[config.mk]
export PLATFORM = sky130hd
export DESIGN_NAME = pipe_slice_dp_spec
export DESIGN_NICKNAME = d
export VERILOG_FILES = /design/src/rtl/pipe_slice_dp_spec.sv
export SDC_FILE = /design/constraint.sdc
export NUM_CORES = 2
export LEC_CHECK = 0
export CAP_MARGIN = 10
export CELL_PAD_IN_SITES_DETAIL_PLACEMENT = 0
export CELL_PAD_IN_SITES_GLOBAL_PLACEMENT = 1
export CORE_MARGIN = 3
export CORE_UTILIZATION = 30
export CTS_BUF_LIST = sky130_fd_sc_hd__clkbuf_4 sky130_fd_sc_hd__clkbuf_8
export DETAILED_ROUTE_END_ITERATION = 7
export PLACE_DENSITY_LB_ADDON = 0.1
export SLEW_MARGIN = 20
export SYNTH_ARGS = -nofsm -noshare
export SYNTH_HDL_FRONTEND = slang
export SYNTH_SLANG_ARGS = --single-unit
[constraint.sdc]
create_clock -name clk -period 19 [get_ports clk]
set_input_delay 1.9 -clock clk [delete_from_list [all_inputs] [get_ports clk]]
set_output_delay 1.9 -clock clk [all_outputs]
set_load 0.01 [all_outputs]
[src/rtl/pipe_slice_dp_spec.sv]
// One registered slice of a Q1.31 power-series evaluator:
// sum +/- num*coef, num*x, with saturation and overflow chaining.
module pipe_slice_dp_spec #(
   parameter logic [31:0] RAM_VALUE_0 = 32'h7FFFFFFF,
   parameter logic [31:0] RAM_VALUE_1 = 32'h40000000
) (
   input  logic        clk,
   input  logic        rst,
   input  logic [31:0] in_x,
   input  logic [31:0] in_num,
   input  logic [31:0] in_sum,
   input  logic        addr,
   input  logic        sel_sum,
   input  logic        in_overflow,
   output logic [31:0] out_sum,
   output logic [31:0] out_num,
   output logic [31:0] out_x,
   output logic        out_overflow
);

   // Returns {ovf, q31}; only -1.0 * -1.0 can leave the Q1.31 range.
   function automatic logic [32:0] q31_mul(input logic [31:0] a,
                                           input logic [31:0] b);
      logic signed [63:0] p;
      p = $signed({{32{a[31]}}, a}) * $signed({{32{b[31]}}, b});
      if (p[63] != p[62])
         q31_mul = {1'b1, 32'h7FFFFFFF};
      else
         q31_mul = {1'b0, p[62:31]};
   endfunction

   logic [31:0] coef;
   logic [32:0] term_r;
   logic [32:0] num_r;
   logic [32:0] raw;
   logic [31:0] sum;
   logic        add_ovf;

   always_comb begin
      coef = addr ? RAM_VALUE_1 : RAM_VALUE_0;
      term_r = q31_mul(in_num, coef);
      num_r = q31_mul(in_num, in_x);
      if (sel_sum)
         raw = {in_sum[31], in_sum} - {term_r[31], term_r[31:0]};
      else
         raw = {in_sum[31], in_sum} + {term_r[31], term_r[31:0]};
      add_ovf = raw[32] != raw[31];
      if (!add_ovf)
         sum = raw[31:0];
      else if (raw[32])
         sum = 32'h80000000;
      else
         sum = 32'h7FFFFFFF;
   end

   always_ff @(posedge clk) begin
      if (rst) begin
         out_sum      <= '0;
         out_num      <= '0;
         out_x        <= '0;
         out_overflow <= 1'b0;
      end else begin
         out_sum      <= sum;
         out_num      <= num_r[31:0];
         out_x        <= in_x;
         out_overflow <= in_overflow | add_ovf | term_r[32] | num_r[32];
      end
   end

endmodule

==> results.ini <==
[run_status]
status=finished, final reports clean

[min_path]
hp-class=in -> reg
whs_endpoint=out_x[28]$_SDFF_PP0_
holdCritStartpoint=rst
hold_depth=2

[synth]
synth_top_cell_by_area=fa_1
synthesis.nets=8880
syn_area_um2=61500
synth-edff-count=0
synth_most_common_cell=inv_1
async_reset_ff_share_pct=0
synthTopCellsByCount=inv_1 (1736), fa_1 (1600), nand2_1 (882)
syn_area_per_cell_um2=9.15
synth-seq-area-share_pct=3.16
synth_top_cell_area_share_pct=52.1
synth-seq-cells=97
synthCells=6715
ys.flop_type=dfxtp_1
ys.warnings.count=0
synthTopCellsByArea=fa_1 (52%), inv_1 (11%), ha_1 (9.4%)
synth.distinct_cells=84

[floorplanning]
io_pins=198
start_util_pct=30.3
fp-row-count=165
dieArea_um2=210000
die_w_um=459
coreArea_um2=203000
die_y_um=459

[timing]
rsz0062_at_grt=no
tns_ns=0
tightest_slew_ns=1.01
setup-violations-final=0
drv_slew=0
period_needed_ns=16.27
maxSlewHeadroom_pct=32.4
hold_viol=0
period_share_pct=85.6
clock.fmax_mhz=61.5

[cells_and_area]
fillCellCount=21400
layout-drive-gt1-share_pct=3.09
multi_input_area_um2=51900
area.growth.synth_to_final_pct=8.03
final_nets=8888
area.sequential_um2=1940
fin_util_pct=32.7

[drt]
wl_mm=207
detail_route.wl_per_cell_um=22.0
via_per_inst=4.63
drtIter0Drc=2099
drc_errors=0
ant_nets=0
num_vias=43600
drt_pre_antenna_iters=7

[clock_tree]
cts_setup_buffers=0
cts_buffers=9
cts_resized=0
ctsHoldBuffers=0
cts-htree-levels=3
cts.sinks=97
cts_tree=built
root_buffer=clkbuf_8
clk_transition_reported_paths_ns=0.12
clock_path_buffers=2

[placement]
io_buffer_count=197
hpwl_mm=177
gp_congestion=0.886

[grt]
grt_pass1_wl_mm=318
gr-total-overflow=0
grt_use_total_pct=20.3
grt_max_degree=53
grt_antenna_before_repair=11
first_global_vias=49300

[setup_path]
critPathKind=in -> reg
crit_fanout=32
cp-start-kind=input pin
crit_required_ns=19.43
cp_common_cell=fa_1
cp_slowest_cell=a211oi_2
worstPathArrival_ns=16.70
cp-end-kind=flip-flop
slowest_delay_ns=0.81

[job]
maxCapViolCount=0

sequential cells by signal, summed over array words and instances, names as in the netlist:
signal,flops
out_num,32
out_sum,32
out_x,32
out_overflow,1
logic make-up (layout without fill, tap and decap cells):
logic type | after synthesis | after routing | synth area share [%]
buf+inv | 2030 | 2043 | 12.5
mux | 13 | 13 | 0.216
other cells | 0 | 7 | 0
xor+xnor | 243 | 243 | 3.49
simple gates | 1618 | 1618 | 12.3
fa+ha+maj | 2064 | 2064 | 61.6
flops | 97 | 97 | 3.16
compound gates | 650 | 650 | 6.84
cells in the final DEF (no fill, tap or decap), types with 97 or more instances in the layout:
cell type / instances
inv_1: 1736
fa_1: 1600
nand2_1: 882
ha_1: 463
and2_1: 237
a21oi_1: 211
clkdlybuf4s50_1: 157
nor2_1: 148
xnor2_1: 135
a21o_1: 120
xor2_1: 106
nor2b_1: 105
o21ai_0: 104
dfxtp_1: 97
layout make-up:
class | count | area share [%]
Sequential cell | 97 | 2.92
Multi-Input combinational cell | 4588 | 78.2
Clock buffer | 10 | 0.207
Inverter | 1736 | 9.81
Clock inverter | 6 | 0.0716
Timing Repair Buffer | 291 | 3.76
Tap cell | 2672 | 5.03
Antenna cell | 7 | 0.0264
layer usage:
layer / up-vias / wire length [um] / global-route usage, %
met3: 79 / 5630 / 1.61
li1: 19800 / - / -
met1: 23200 / 91200 / 27.1
met5: - / 20 / 0
met4: 2 / 3190 / 3.46
met2: 596 / 106000 / 36.4
metrics by stage:
step                      hold slack, ns  worst slack (ns)  std cells  area (um^2)
after global routing                1.82              1.41       9404        66400
after global placement              2.43              2.03       9383        66200
after floorplan                     2.03              2.00       6715        61500
final                               1.86              2.73       9407        66400
after detailed placement            2.43              1.90       9383        66200
after CTS                           1.80              2.47       9399        66400
worst max-delay path by stage:
stage	startpoint	end	slack, ns	cells after the start
4_1_cts	addr	out_sum[2]$_SDFF_PP0_	2.47	50
3_3_place_gp	addr	out_sum[2]$_SDFF_PP0_	2.03	48
6_report	addr	out_sum[2]$_SDFF_PP0_	2.73	49
5_1_grt	addr	out_sum[2]$_SDFF_PP0_	1.41	51
2_1_floorplan	addr	out_sum[16]$_SDFF_PP0_	2.00	57
3_5_place_dp	addr	out_sum[2]$_SDFF_PP0_	1.90	50
critical path: cells and delay by family:
| kind | cells | cell delay, ns |
|---|---|---|
| xor+xnor | 4 | 0.85 |
| simple gates | 11 | 2.21 |
| compound gates | 17 | 4.86 |
| fa+ha+maj | 11 | 5.77 |
| buf+inv | 6 | 1.02 |
Power is not shown: default switching activity piles up to over one toggle a cycle in this logic, so the estimate is an artifact.
